--- src/rtl/booth_mac_pkg.sv ---
// Shared definitions for the Booth-product MAC accumulator.
//   PROD_W_DEF / ACC_W_DEF : default product and accumulator widths
//   mac_state_e            : result-slot state (ACCUM = empty, HOLD = full)
//   ACC_MAX / ACC_MIN      : signed clamp limits for the default ACC_W
package booth_mac_pkg;

    localparam int unsigned PROD_W_DEF = 16;
    localparam int unsigned ACC_W_DEF  = 24;

    // State value doubles as res_valid.
    typedef enum logic {
        ACCUM = 1'b0,
        HOLD  = 1'b1
    } mac_state_e;

    localparam logic [ACC_W_DEF-1:0] ACC_MAX = {1'b0, {(ACC_W_DEF-1){1'b1}}};
    localparam logic [ACC_W_DEF-1:0] ACC_MIN = {1'b1, {(ACC_W_DEF-1){1'b0}}};

endpackage : booth_mac_pkg

--- src/rtl/sat_add.sv ---
// Combinational signed adder with optional saturation.
//   a_i        : signed accumulator operand
//   b_i        : signed addend, already sign-extended to ACC_W
//   saturate_i : 1 = clamp on overflow, 0 = two's-complement wrap
//   sum_o      : clamped or wrapped sum
//   ovf_o      : signed overflow of the raw addition
module sat_add
    import booth_mac_pkg::*;
#(
    parameter int unsigned ACC_W = ACC_W_DEF
) (
    input  logic [ACC_W-1:0] a_i,
    input  logic [ACC_W-1:0] b_i,
    input  logic             saturate_i,
    output logic [ACC_W-1:0] sum_o,
    output logic             ovf_o
);

    localparam logic [ACC_W-1:0] SAT_MAX = {1'b0, {(ACC_W-1){1'b1}}};
    localparam logic [ACC_W-1:0] SAT_MIN = {1'b1, {(ACC_W-1){1'b0}}};

    logic [ACC_W-1:0] raw_sum;

    assign raw_sum = a_i + b_i;

    // Overflow: both operands share a sign the raw sum does not.
    always_comb begin
        ovf_o = (a_i[ACC_W-1] == b_i[ACC_W-1]) && (raw_sum[ACC_W-1] != a_i[ACC_W-1]);
        sum_o = raw_sum;
        if (ovf_o && saturate_i) begin
            sum_o = a_i[ACC_W-1] ? SAT_MIN : SAT_MAX;
        end
    end

endmodule : sat_add

--- src/rtl/booth_mac_accumulator.sv ---
// Accumulates NUM_TERMS signed multiplier products into one dot-product
// result held in a single output slot with valid/ready backpressure.
//   clk, rst    : clock, asynchronous active-high reset
//   prod        : signed product input; prod_valid / prod_ready handshake
//   prod_ready  : combinational accept indication
//   clear       : synchronous abort of the group in progress
//   res         : registered group result; res_ovf sticky overflow of group
//   res_valid   : result slot full; res_ready consumes it
//   term_cnt    : products accepted so far in the current group
module booth_mac_accumulator
    import booth_mac_pkg::*;
#(
    parameter int unsigned PROD_W    = PROD_W_DEF,
    parameter int unsigned ACC_W     = ACC_W_DEF,
    parameter int unsigned NUM_TERMS = 8,
    parameter bit          SATURATE  = 1'b1,
    localparam int unsigned CNT_W    = (NUM_TERMS > 1) ? $clog2(NUM_TERMS) : 1
) (
    input  logic              clk,
    input  logic              rst,
    input  logic [PROD_W-1:0] prod,
    input  logic              prod_valid,
    output logic              prod_ready,
    input  logic              clear,
    output logic [ACC_W-1:0]  res,
    output logic              res_ovf,
    output logic              res_valid,
    input  logic              res_ready,
    output logic [CNT_W-1:0]  term_cnt
);

    localparam logic [CNT_W-1:0] LAST_IDX = CNT_W'(NUM_TERMS - 1);

    mac_state_e       state_q;
    logic [ACC_W-1:0] acc_q, acc_d;
    logic [CNT_W-1:0] term_cnt_q, term_cnt_d;
    logic             ovf_sticky_q, ovf_sticky_d;
    logic [ACC_W-1:0] res_q;
    logic             res_ovf_q;

    logic [ACC_W-1:0] prod_ext;
    logic [ACC_W-1:0] sum;
    logic             ovf;
    logic             accept;
    logic             take_last;

    assign prod_ready = !clear && ((state_q == ACCUM) || res_ready);
    assign accept     = prod_valid && prod_ready;
    assign take_last  = accept && (term_cnt_q == LAST_IDX);

    assign prod_ext = ACC_W'($signed(prod));

    sat_add #(
        .ACC_W (ACC_W)
    ) u_sat_add (
        .a_i        (acc_q),
        .b_i        (prod_ext),
        .saturate_i (SATURATE),
        .sum_o      (sum),
        .ovf_o      (ovf)
    );

    // Group accumulator next state: clear wins, last term restarts the group.
    always_comb begin
        acc_d        = acc_q;
        term_cnt_d   = term_cnt_q;
        ovf_sticky_d = ovf_sticky_q;
        if (clear || take_last) begin
            acc_d        = '0;
            term_cnt_d   = '0;
            ovf_sticky_d = 1'b0;
        end else if (accept) begin
            acc_d        = sum;
            term_cnt_d   = term_cnt_q + CNT_W'(1);
            ovf_sticky_d = ovf_sticky_q | ovf;
        end
    end

    // Registers and result-slot FSM.
    always_ff @(posedge clk or posedge rst) begin
        if (rst) begin
            state_q      <= ACCUM;
            acc_q        <= '0;
            term_cnt_q   <= '0;
            ovf_sticky_q <= 1'b0;
            res_q        <= '0;
            res_ovf_q    <= 1'b0;
        end else begin
            acc_q        <= acc_d;
            term_cnt_q   <= term_cnt_d;
            ovf_sticky_q <= ovf_sticky_d;
            if (take_last) begin
                res_q     <= sum;
                res_ovf_q <= ovf_sticky_q | ovf;
            end
            case (state_q)
                ACCUM: begin
                    if (take_last) begin
                        state_q <= HOLD;
                    end
                end
                HOLD: begin
                    // A last term landing with the handshake refills the slot.
                    if (res_ready && !take_last) begin
                        state_q <= ACCUM;
                    end
                end
                default: state_q <= ACCUM;
            endcase
        end
    end

    assign res       = res_q;
    assign res_ovf   = res_ovf_q;
    assign res_valid = (state_q == HOLD);
    assign term_cnt  = term_cnt_q;

endmodule : booth_mac_accumulator

--- config.mk ---
export PLATFORM = sky130hd
export DESIGN_NAME = booth_mac_accumulator
export DESIGN_NICKNAME = d
export VERILOG_FILES = /design/src/rtl/booth_mac_pkg.sv /design/src/rtl/sat_add.sv /design/src/rtl/booth_mac_accumulator.sv
export SDC_FILE = /design/constraint.sdc
export NUM_CORES = 1
export LEC_CHECK = 0
export CAP_MARGIN = 20
export CORE_AREA = 2 2 112 92
export CTS_CLUSTER_SIZE = 12
export DETAILED_ROUTE_END_ITERATION = 16
export DIE_AREA = 0 0 114 94
export PLACE_DENSITY_LB_ADDON = 0.15
export SLEW_MARGIN = 20
export SYNTH_ARGS = -nofsm -noshare
export SYNTH_HDL_FRONTEND = slang
export SYNTH_HIERARCHICAL = 1
export SYNTH_SLANG_ARGS = --single-unit
--- constraint.sdc ---
create_clock -name clk -period 3.1 [get_ports clk]
set_clock_uncertainty 0.1 [all_clocks]
set_input_delay 0.62 -clock clk [delete_from_list [all_inputs] [get_ports clk]]
set_output_delay 0.62 -clock clk [all_outputs]
set_load 0.02 [all_outputs]
== Word level (Yosys, flattened, before mapping) ==
Cells that the tools add are included.

* Multiply operators: 0
* Shifts and indexed selects: 0
* Muxes and demuxes: 11
* Add/subtract/negate cells: 2
* Divide/modulo/power cells: 0
* Equality and inequality tests: 3
* Bitwise gates (word level): 2
* $lt $le $gt $ge: 0
* Reductions and logical operators: 10

{| class="wikitable"
|+ Operator list
! operator !! count
|-
| 24-bit two-way mux || 4
|-
| 24-bit adder || 1
|-
| 3-bit two-way mux || 2
|-
| 1-bit logical AND || 5
|-
| 1-bit two-way mux || 4
|-
| 3-bit by 1-bit adder with 3-bit output (second input constant) || 1
|-
| 3-bit equality test (second input constant) || 1
|-
| 1-bit logical NOT || 2
|-
| 1-bit logical OR || 2
|-
| 1-bit one-hot mux with 2 select lines || 1
|-
| 2-bit nonzero test || 1
|-
| 1-bit equality test || 1
|-
| 1-bit inequality test || 1
|-
| 1-bit NOT || 1
|-
| 1-bit OR || 1
|}

* Register bits after elaboration: 54
* Latch bits: 0
* RAM bits: 0
* ROM bits: 0
* Output and inout port bits: 30
* Memories: 0
* Bits of input ports: 21

== Depth between registers and ports, before layout ==
* Depth in word-level cells: 9
* Mapped depth: 12
* Depth with buffers taken out: 12

== Modules after synthesis ==
The synthesis kept the hierarchy.

{| class="wikitable"
|+ By module, submodules not included
! module !! area each (um2) !! instances !! cells each
|-
| booth_mac_accumulator || 2170.8 || 1 || 127
|-
| sat_add || 1582.8 || 1 || 224
|}

== Worst setup path before layout ==
No wires, ideal clock.

* Kind: input-to-reg
* Start: input port prod[0]
* End: register res_q[20], in the netlist res[20]
* Required time: 2.875 ns
* Stages on the path: 12
* Setup slack: 0.064 ns
* Arrival: 2.811 ns
* Library setup time: 0.125 ns
* Cells stage by stage: ha_1 -> inv_1 -> fa_1 -> nand2b_1 -> a21oi_2 -> o22ai_2 -> o21bai_2 -> or3b_1 -> a32oi_1 -> xnor2_1 -> o21ai_2 -> mux2_2

* Word-level cells in the longest chain between the ends: 4

{| class="wikitable"
|+ RTL lines
! item !! RTL line !! source
|-
| from (decl) || booth_mac_accumulator.sv:21 || <nowiki>input logic [PROD_W-1:0] prod,</nowiki>
|-
| 24-bit adder (*) || sat_add.sv:24 || <nowiki>assign raw_sum = a_i + b_i;</nowiki>
|-
| 1-bit inequality test || sat_add.sv:28 || <nowiki>ovf_o = (a_i[ACC_W-1] == b_i[ACC_W-1]) && (raw_sum[ACC_W-1] != a_i[ACC_W-1]);</nowiki>
|-
| 1-bit logical AND || sat_add.sv:28 ||
|-
| 24-bit two-way mux (*) || sat_add.sv:30 || <nowiki>if (ovf_o && saturate_i) begin</nowiki>
|-
| named net sum[20] || booth_mac_accumulator.sv:42 || <nowiki>logic [ACC_W-1:0] sum;</nowiki>
|-
| to (signal assigned) || booth_mac_accumulator.sv:93 || <nowiki>res_q <= sum;</nowiki>
|-
| to (decl) || booth_mac_accumulator.sv:38 || <nowiki>logic [ACC_W-1:0] res_q;</nowiki>
|}

Mark *: on every way through the listed nets, which the timed path passes. The rest lies on a longest branch.
A chain may end at the register's enable or synchronous reset.

== Worst setup path in the final report ==
* Start: input port prod[6]
* End: register res_q[0], in the netlist res[0]

* Word-level cells in the longest chain between the ends: 4

{| class="wikitable"
|+ RTL lines
! item !! RTL line
|-
| 24-bit adder || sat_add.sv:24
|-
| 1-bit inequality test || sat_add.sv:28
|-
| 1-bit logical AND || sat_add.sv:28
|-
| 24-bit two-way mux || sat_add.sv:30
|-
| named net sum[0] || booth_mac_accumulator.sv:42
|}

The timed path passes the listed nets, and every way through them passes these cells.

==> run metrics <==
period utilization 97.1%; Antenna Cells 0; flop-to-flop setup slack 0.25 ns; Detailed Routing Iterations Pass 1 4; Site Rows 32; area added between synthesis and finish 38.0%; status completed; Max Cap Violations 0; most frequently used flop master after synthesis dfrtp_1; crit end category register; total power draw 2.61 mW; commonest non-fill, non-tap cell in the layout buf_4; mapped cell area 0.00375 sq mm; routed vias 3076; clock network fraction of total power 21.5%; area post-placement 0.00482 sq mm; worst rel slew slack 55.2%; layout net count 516; GR Util All Layers 18.5%; Sw Pwr 933 uW; main area contributors after synthesis dfrtp_1, ha_1, mux2_4, a22o_2, xnor2_1; area leader, netlist dfrtp_1; CTS tree built; Post-synth EDFFs 0; Int Pwr 1.67 mW; endpoints failing setup 0; Slowest cell on crit path clkdlybuf4s50_1; switching share of power 35.8%; Post-Route WL 9.50 mm; max-slew violation count 0; Worst setup SP type primary input; R2R depth 12; Antenna Violating Nets Remaining 0; Hold Path End res[0]$_DFFE_PP0P_; Synth Area per Inst 10.7 sq um; Final Cell Area 0.00518 sq mm; Worst Path Arrival 3.09 ns; DRC 0; Final TNS setup 0 ns; GRT overflow 0; Peak Freq 0.332 GHz; Detailed Route Iter0 Violations 115; Pleak 2.58 nW; post-synth cell types 64; combinational share of power 47.5%; Synth async-reset ratio 100%; die width 114 microns; HPWL Detailed 6.63 mm; pwr dens 503 mW/mm^2; CORE AREA 0.00953 sq mm; IO buf count 50; Hold Vio Cnt, Final 0; most frequent cells in the layout buf_4, dfrtp_1, clkdlybuf4s50_1; register bit count reported by yosys 54; hold path depth 1; Worst-path clk slew 0.06 ns; worst-case hold slack 0.411 ns; Hold WC Path Type reg2reg; maximum vdd ir drop 0.238 mV; via density per instance 5.23; Top Family by Delay on Critical Path compound AO/OA/AOI/OAI gates; largest net degree at the start of global routing 31; Clock Latency Late Sink 0.30 ns; die height 94 microns; reg2reg end res[20]$_DFFE_PP0P_; Initial Util 39.4%; Crit Reg-Reg Startpoint acc_q[0]$_DFFE_PP0P_; Seq/Total Area, Yosys 36.0%; post-synth top area share 36.0%; total CTS buffers 5; post-route minimum period 3.01 ns; Routed WL per cell 16.1 microns; initial antenna violation count 0; vias in the first global route 3124; CTS max path bufs 2; crit-path cells clkdlybuf4s50_1 -> ha_1 -> or3_1 -> o21ai_4 -> o31ai_4 -> a21oi_4 -> nand3_4 -> buf_6 -> o21ai_0 -> nand2_1 -> mux2_4; Slew @ Worst Pin 0.668 ns; part of the power in registers 31.0%; worst-path maximum fanout 11; CTS root buf clkbuf_16; die area 0.0107 sq mm; YS warnings 6; H-tree Lvls 2; first-pass GRT wire length 15.7 mm; post-layout util 54.4%; Ports 51; CP required 3.18 ns; RSZ-0062 raised after global routing yes; Min-Delay Startpoint res[0]$_DFFE_PP0P_; Clock Sinks 54; worst stage delay on the critical path 0.42 ns; Synth Instances 351; Buf/Inv on CP 2; cts hold-fix bufs 0; layout cells sized above 1 37.3%; worst setup path class in2reg; Placer Congestion 0.900
Yosys cell counts, types with 2 or more instances:
master and n:
xnor2_1 13, buf_6 7, inv_1 9, buf_2 4
clkbuf_2 2, nand4_1 4, mux2i_1 3, a21o_1 10
ha_1 25, a311oi_1 2, o21ai_0 10, o211ai_1 2
or3_1 2, nor2b_1 2, nand3_1 5, o22ai_2 2
a31oi_1 4, nand2b_1 4, nand2_1 23, mux2_4 18
a21oi_2 2, o21bai_1 5, a22o_2 25, o21ai_2 4
dfrtp_1 54, o21ai_1 10, xor2_1 7, nor2_1 28
nor3_1 4, a21oi_1 21, mux2_2 7
cell type report:
class                           instances  area (sq um)
Fill cell                             843          4350
Multi-Input combinational cell        274          2400
Tap cell                              119           149
Sequential cell                        54          1350
Clock buffer                            7           133
Inverter                               10          37.5
Timing Repair Buffer                  124          1100
cells by family (layout without fill, tap and decap cells):
logic type,Yosys count,count (layout),share of synthesized area [%]
buf+inv,26,141,4.67
flops,54,54,36.0
fa+ha+maj,26,26,8.87
mux,28,28,10.1
xor+xnor,20,20,4.67
compound gates,111,111,22.9
simple gates,85,85,12.7
other cells,1,4,0.0999
per-layer routing:
layer	routed length [microns]	global-route usage [%]
met4	102	4.27
met2	4180	27.9
met1	4860	27.1
met5	0	0
met3	352	3.81
per-stage QoR:
stage	setup WS, ns	std cells
floorplan	0.0640	354
global placement	-0.491	576
detailed placement	-0.534	576
CTS	0.0160	585
global route	-0.0551	588
finish	0.0897	588
registers in the layout, summed over array words and instances (netlist names):
register      count
acc_q            24
ovf_sticky_q      1
res              24
res_ovf           1
res_valid         1
term_cnt          3
what timing repair did:
item / in CTS / in global routing
pin swaps: 9 / 18
gates resized for setup: 13 / 27
buffers inserted: 2 / 3
setup endpoints to repair: 20 / 48
power by group through the flow:
stage	Clock [mW]	Combinational (mW)	Sequential [mW]
6_report	0.559	1.24	0.809
2_1_floorplan	0	0.757	0.811
5_1_grt	0.605	1.37	0.817
4_1_cts	0.568	1.18	0.804
3_3_place_gp	0	1.13	0.817
3_5_place_dp	0	1.14	0.816
worst max path at each step:
stage,start,to,slack (ns),cells past startpoint
finish,prod[6],res[0]$_DFFE_PP0P_,0.09,11
global placement,prod[0],res[20]$_DFFE_PP0P_,-0.49,13
CTS,prod[3],res[20]$_DFFE_PP0P_,0.02,12
detailed placement,prod[0],res[20]$_DFFE_PP0P_,-0.53,13
global route,prod[9],res[13]$_DFFE_PP0P_,-0.06,12
floorplan,prod[0],res[20]$_DFFE_PP0P_,0.06,12
Note: power is estimated with default switching activity, not from simulation.
